[config.mk]
export PLATFORM = sky130hd
export DESIGN_NAME = alu_complete
export DESIGN_NICKNAME = d
export VERILOG_FILES = /design/src/rtl/alu_complete.sv
export SDC_FILE = /design/constraint.sdc
export NUM_CORES = 2
export LEC_CHECK = 0
export ABC_AREA = 1
export BUFFER_PORTS_ARGS = -buffer_cell sky130_fd_sc_hd__buf_2
export CORE_AREA = 2 2 360 219
export CTS_CLUSTER_DIAMETER = 150
export CTS_CLUSTER_SIZE = 8
export DETAILED_ROUTE_END_ITERATION = 7
export DIE_AREA = 0 0 362 221
export HOLD_SLACK_MARGIN = 0.15
export PLACE_DENSITY = 0.87
export SKIP_CTS_REPAIR_TIMING = 1
export SLEW_MARGIN = 20
export SYNTH_ARGS = -nofsm -noshare
export SYNTH_HDL_FRONTEND = slang
export SYNTH_SLANG_ARGS = --single-unit
export TNS_END_PERCENT = 20
[constraint.sdc]
create_clock -name clk -period 0.8 [get_ports clk]
set_input_delay 0 -clock clk [delete_from_list [all_inputs] [get_ports clk]]
set_output_delay 0 -clock clk [all_outputs]
set_load 0.005 [all_outputs]
[src/rtl/alu_complete.sv]
// ============================================================================
// Module   : alu_complete
// Brief    : 32-bit MIPS-style execute-stage ALU with ALU-control decode,
//            registered result and zero flag. Optional SLT/NOR via ALU_SLT_EN.
// Revision : 1.0 - initial release
// ============================================================================
`default_nettype none

module alu_complete #(
    parameter int WIDTH = 32
) (
    input  logic             clk,
    input  logic             rst_n,
    input  logic [WIDTH-1:0] A,
    input  logic [WIDTH-1:0] B,
    input  logic [5:0]       funct,
    input  logic [1:0]       alu_op,
    output logic [WIDTH-1:0] alu_res,
    output logic             zero
);

    localparam logic [1:0] OP_ADD   = 2'b00;
    localparam logic [1:0] OP_SUB   = 2'b01;
    localparam logic [1:0] OP_RTYPE = 2'b10;

    localparam logic [5:0] FN_MULT = 6'h18;
    localparam logic [5:0] FN_DIV  = 6'h1A;
    localparam logic [5:0] FN_ADD  = 6'h20;
    localparam logic [5:0] FN_SUB  = 6'h22;
    localparam logic [5:0] FN_AND  = 6'h24;
    localparam logic [5:0] FN_OR   = 6'h25;
`ifdef ALU_SLT_EN
    localparam logic [5:0] FN_NOR  = 6'h27;
    localparam logic [5:0] FN_SLT  = 6'h2A;
`endif

    localparam logic [WIDTH-1:0] ALL_ONES = '1;
    localparam logic [WIDTH-1:0] MIN_NEG  = {1'b1, {(WIDTH-1){1'b0}}};

    logic signed [WIDTH-1:0] prod;
    logic signed [WIDTH-1:0] quot;
    logic signed [WIDTH-1:0] safe_div;
    logic        [WIDTH-1:0] result;

    // Divisor forced non-zero so the divider never sees 0; the B==0 and
    // MIN/-1 cases are overridden explicitly below.
    assign safe_div = (B == '0) ? {{(WIDTH-1){1'b0}}, 1'b1} : $signed(B);
    assign prod     = $signed(A) * $signed(B);
    assign quot     = $signed(A) / safe_div;

    always_comb begin
        result = '0;
        case (alu_op)
            OP_SUB:   result = A - B;
            OP_RTYPE: begin
                case (funct)
                    FN_MULT: result = prod;
                    FN_DIV: begin
                        if (B == '0)
                            result = ALL_ONES;
                        else if (A == MIN_NEG && B == ALL_ONES)
                            result = MIN_NEG;
                        else
                            result = quot;
                    end
                    FN_ADD:  result = A + B;
                    FN_SUB:  result = A - B;
                    FN_AND:  result = A & B;
                    FN_OR:   result = A | B;
`ifdef ALU_SLT_EN
                    FN_NOR:  result = ~(A | B);
                    FN_SLT:  result = ($signed(A) < $signed(B)) ? {{(WIDTH-1){1'b0}}, 1'b1} : '0;
`endif
                    default: result = '0;
                endcase
            end
            OP_ADD:   result = A + B;
            default:  result = A + B;
        endcase
    end

    always_ff @(posedge clk or negedge rst_n) begin
        if (!rst_n) begin
            alu_res <= '0;
            zero    <= 1'b1;
        end else begin
            alu_res <= result;
            zero    <= (result == '0);
        end
    end

endmodule

`default_nettype wire

==> results of run 1 <==
[cell usage after synthesis, types with 22 or more instances]
master / n / area (µm²)
inv_2: 52 / 195.2
o31ai_1: 34 / 255.2
nand2_2: 34 / 212.7
clkbuf_1: 134 / 503.0
o22ai_1: 26 / 162.7
o21ai_0: 250 / 1251
nand2_1: 2177 / 8172
a21oi_2: 27 / 236.5
ha_1: 779 / 9747
nor2_1: 525 / 1971
a21o_1: 30 / 225.2
a221oi_1: 22 / 192.7
nor3_1: 93 / 465.5
o21ai_1: 68 / 340.3
buf_1: 41 / 153.9
nand4_1: 80 / 500.5
inv_1: 1719 / 6452
a21oi_1: 556 / 2783
a211oi_1: 29 / 217.7
dfrtp_1: 32 / 800.8
o21ai_2: 52 / 455.4
nor2_2: 31 / 193.9
or2_2: 93 / 581.8
nor4_1: 41 / 256.5
xnor2_1: 151 / 1323
xor2_1: 323 / 2829
buf_2: 47 / 235.2
nand3_1: 319 / 1597
o21bai_1: 76 / 570.6
o211ai_1: 25 / 187.7
fa_1: 410 / 8208
buf_4: 22 / 165.2
[per-layer routing]
| metal | global-route usage | overflow |
|---|---|---|
| met5 | 0.8396 | 45 |
| met4 | 1.122 | 1353 |
| met3 | 0.9179 | 358 |
| met2 | 1.266 | 4585 |
| met1 | 0.9571 | 423 |
[stage by stage]
step | TNS, ps | worst slack (ps)
3_5_place_dp | -2872380 | -87740
3_3_place_gp | -2388920 | -72990
4_1_cts | -3079730 | -94010
2_1_floorplan | -2348440 | -71700
[cells by family after synthesis]
kind of cell,count (synthesis),synth area share
simple gates,3462,0.2743
buf+inv,2037,0.1475
compound gates,1304,0.1473
fa+ha+maj,1189,0.3367
xor+xnor,476,0.07846
flops,33,0.01551
mux,1,0.0001877
==> metrics, run 1 <==
CTS sink cnt=33; last stage reached=global routing; H-tree depth=2; tool error=[ERROR GRT-0116] Global routing finished with congestion. Check the congestion regions in the DRC Viewer.; Post-Synthesis Cell Area=0.05332 mm²; vias in the first global route=103200; # rows=79; Initial Utilization=0.6943; Synth Warn #=0; #FFs+latches synth=33; sequential area share after synthesis=0.01551; asr flop ratio synth=1.000; number of buffers created by CTS=5; Ports=around 110; number of synthesized flops with an enable pin=0; Routability Congestion=1.372; DP Area=0.07311 mm²; Port Buf Inserts=~110; average cell area after synthesis=6.272 µm²; Die H=221 µm; Total GRT Usage=1.054; die width=362 µm; Post-Syn Instances=8502; prevailing post-synth register cell=dfrtp_1; status=stopped before the end; synth unique cells=79; net count after synthesis=just under 10000; Root Driver=clkbuf_16; gr ovfl total=6764; post-DP HPWL=255900 µm; placed insts=about 12000; first-pass GRT wire length=649500 µm; largest net degree at the start of global routing=41; clk buf depth=2
==> inputs of run 2 (changes only) <==
CORE_AREA = 2 2 369 371   (was 2 2 360 219)
CTS_CLUSTER_DIAMETER = unset   (was 150)
CTS_CLUSTER_SIZE = unset   (was 8)
DIE_AREA = 0 0 371 373   (was 0 0 362 221)
HOLD_SLACK_MARGIN = unset   (was 0.15)
PLACE_DENSITY = unset   (was 0.87)
PLACE_DENSITY_LB_ADDON = 0.15   (was unset)
==> metrics, run 2 <==
Post-route DRC=0; most common cell after layout, fill and taps aside=buf_4; Tmin final=74150 ps; DIE AREA=between 0.1 and 0.15 mm²; die width=371 µm (+2.5%); Synth-to-Final Area Change=52.03%; largest registers=alu_res (32), zero (1); Routability Congestion=1.060 (-23%); Routed Antenna Nets=0; number of synthesized flops with an enable pin=0 (unchanged); pwr dens=2396 mW/mm²; average cell area after synthesis=6.272 µm² (unchanged); setup TNS=-2405940 ps; Synth Warn #=0 (unchanged); Commonest cells post-synth=nand2_1 (2177), inv_1 (1719), ha_1 (779); Post-Synthesis Cell Area=0.05332 mm² (unchanged); prevailing post-synth register cell=dfrtp_1; synth unique cells=79 (unchanged); Logic pwr share=0.978; Total GRT Usage=0.3412; failing checks=setup timing; Worst path slowest cell=a211oi_2; CP Capture Type=register; number of flip-flops in the largest register=32; Ports=107 (unchanged); Root Driver=clkbuf_16; Initial Utilization=0.3961 (-0.2982); final hold vios=0; maxcap violations=0; # fillers=12830; Die H=373 µm (+69%); Clock power frac=0.011; CP required=1040 ps; critical path class=input port to register; Setup violations, final=48; #FFs+latches synth=33 (unchanged); Setup WS post-layout=-73350 ps; share of power burned in registers=0.011; clk buf depth=2 (unchanged); layout cells sized above 1=0.3688; Port Buf Inserts=106 (unchanged); Largest Register=alu_res; leak pwr=45.96 nW; vias per inst=around 5; Design Area, Final=a little over 0.08 mm²; Startpoint Class=input port; fmax=roughly 13 MHz; # rows=135 (+71%); post-DP HPWL=203400 µm (-21%); fin nets=12390; DP Area=0.07580 mm² (+3.7%); vias after detailed routing=65750; Area contributors post-synth=ha_1 (18%), fa_1 (15%), nand2_1 (15%); DRT iter0 DRCs=around 4800; initial antenna violation count=9; sequential area share after synthesis=0.01551 (unchanged); Sw Share=0.5124; Hold Path Class=input port to async pin; total core area=0.1346 mm²; worst-margin pin slew=983.1 ps; asr flop ratio synth=1.000 (unchanged); internal power=94.70 mW; Max VDD drop=4593 µV; area leader, netlist=ha_1; CTS tree=done; Slew HR=0.3276; gr ovfl total=0; most frequent cells in the layout=buf_4 (2696), nand2_1 (1958), inv_1 (1602); H-tree depth=2 (unchanged); critical path's most frequent cell=nand2_2; Reg clk slew, reported paths=around 70 ps; Slew Viols, Final=0; top-area cell type share of the netlist area=0.1828 (unchanged); first-pass GRT wire length=364000 µm; register area=between 800 and 900 µm²; vias in the first global route=62630; most frequent cell after synthesis=nand2_1; wire length per cell=19.26 µm; net count after synthesis=9765 (unchanged); number of buffers created by CTS=5 (unchanged); Worst Hold Margin=195.5 ps; first drt pass iteration count=5; WL final=248700 µm; critical-path maximum fanout=12; Final Cycle Share=92.68; Post-Syn Instances=8502 (unchanged); switching pwr=about 100 mW; arrival time worst endpoint=~74000 ps; CTS sink cnt=33 (unchanged); biggest cell delay along the critical path=330 ps; largest net degree at the start of global routing=40; Multi-input gate area=0.04926 mm²; status=finished, violations left; RSZ-0062 raised after global routing=true
==> run 2: cell counts after synthesis <==
No cell type changed its count.
==> run 2: metal layers <==
metal  global-route usage  up-vias  share of wire  routed length, µm
met3              0.03762      435          0.070              17340
met5                    0        -        0.00021                 52
met2               0.5566     2057           0.45             112600
met4               0.1087        8          0.042              10340
li1                     -    31970              -                  -
met1               0.4674    31280           0.44             108300
==> run 2: area by class of cell <==
cell class | instances | area share
diodes | 5 | 0.0001543
clock buffers | 6 | 0.001590
clock inverters | 2 | 0.0001235
inverters | 1784 | 0.08359
multi-input cells | 6434 | 0.6077
flip-flops and latches | 33 | 0.01022
well taps | 1781 | 0.02749
repair buffers | 2868 | 0.2691
repair inverters | 1 | 0.00006174
==> run 2: kinds of logic after synthesis <==
| kind of cell | Yosys count | share of synthesized area |
|---|---|---|
| AO/OA/AOI/OAI | 1304 | 0.1473 |
| multiplexers | 1 | 0.0001877 |
| AND/OR/NAND/NOR | 3462 | 0.2743 |
| XOR/XNOR | 476 | 0.07846 |
| adder cells (fa/ha/maj) | 1189 | 0.3367 |
| flip-flops | 33 | 0.01551 |
| buffers and inverters | 2037 | 0.1475 |
==> run 2: power groups by stage <==
stage               clock, mW  combinational [mW]  sequential, mW
floorplan                   0                 107            2.13
global placement            0                 177            2.18
detailed placement          0                 179            2.17
CTS                      2.09                 180            2.16
global route             2.19                 205            2.19
finish                   2.07                 190            2.17
==> run 2: critical path: cells and delay by family <==
| kind | cells | cell delay [ps] |
|---|---|---|
| simple gates | 308 | 27400 |
| xor+xnor | 2 | 290 |
| compound gates | 215 | 29580 |
| buf+inv | 107 | 8270 |
| fa+ha+maj | 33 | 8560 |
==> run 2: worst paths after layout <==
| path | start | end | slack (ps) | depth (start not counted) |
|---|---|---|---|---|
| max in group asynchronous | rst_n | zero | 330 | 3 |
| setup / recovery | B[18] | zero | -73350 | 665 |
| min in group clk | alu_op[1] | alu_res[11] | 630 | 7 |
| hold / removal | rst_n | alu_res[27] | 200 | 3 |
==> run 2: per-stage QoR <==
| stage | util | std cells | worst slack [ps] | power [mW] |
|---|---|---|---|---|
| 6_report | 0.6022 | 12910 | -73350 | 194.2 |
| 5_1_grt | 0.6021 | 12910 | -79140 | 209.2 |
| 4_1_cts | 0.5641 | 12710 | -76890 | 183.9 |
| 3_5_place_dp | 0.5631 | 12710 | -76860 | 181.2 |
| 3_3_place_gp | 0.5631 | 12710 | -74710 | 178.9 |
| 2_1_floorplan | - | 8502 | -71700 | 108.6 |
Note: power is estimated with default switching activity, not from simulation.
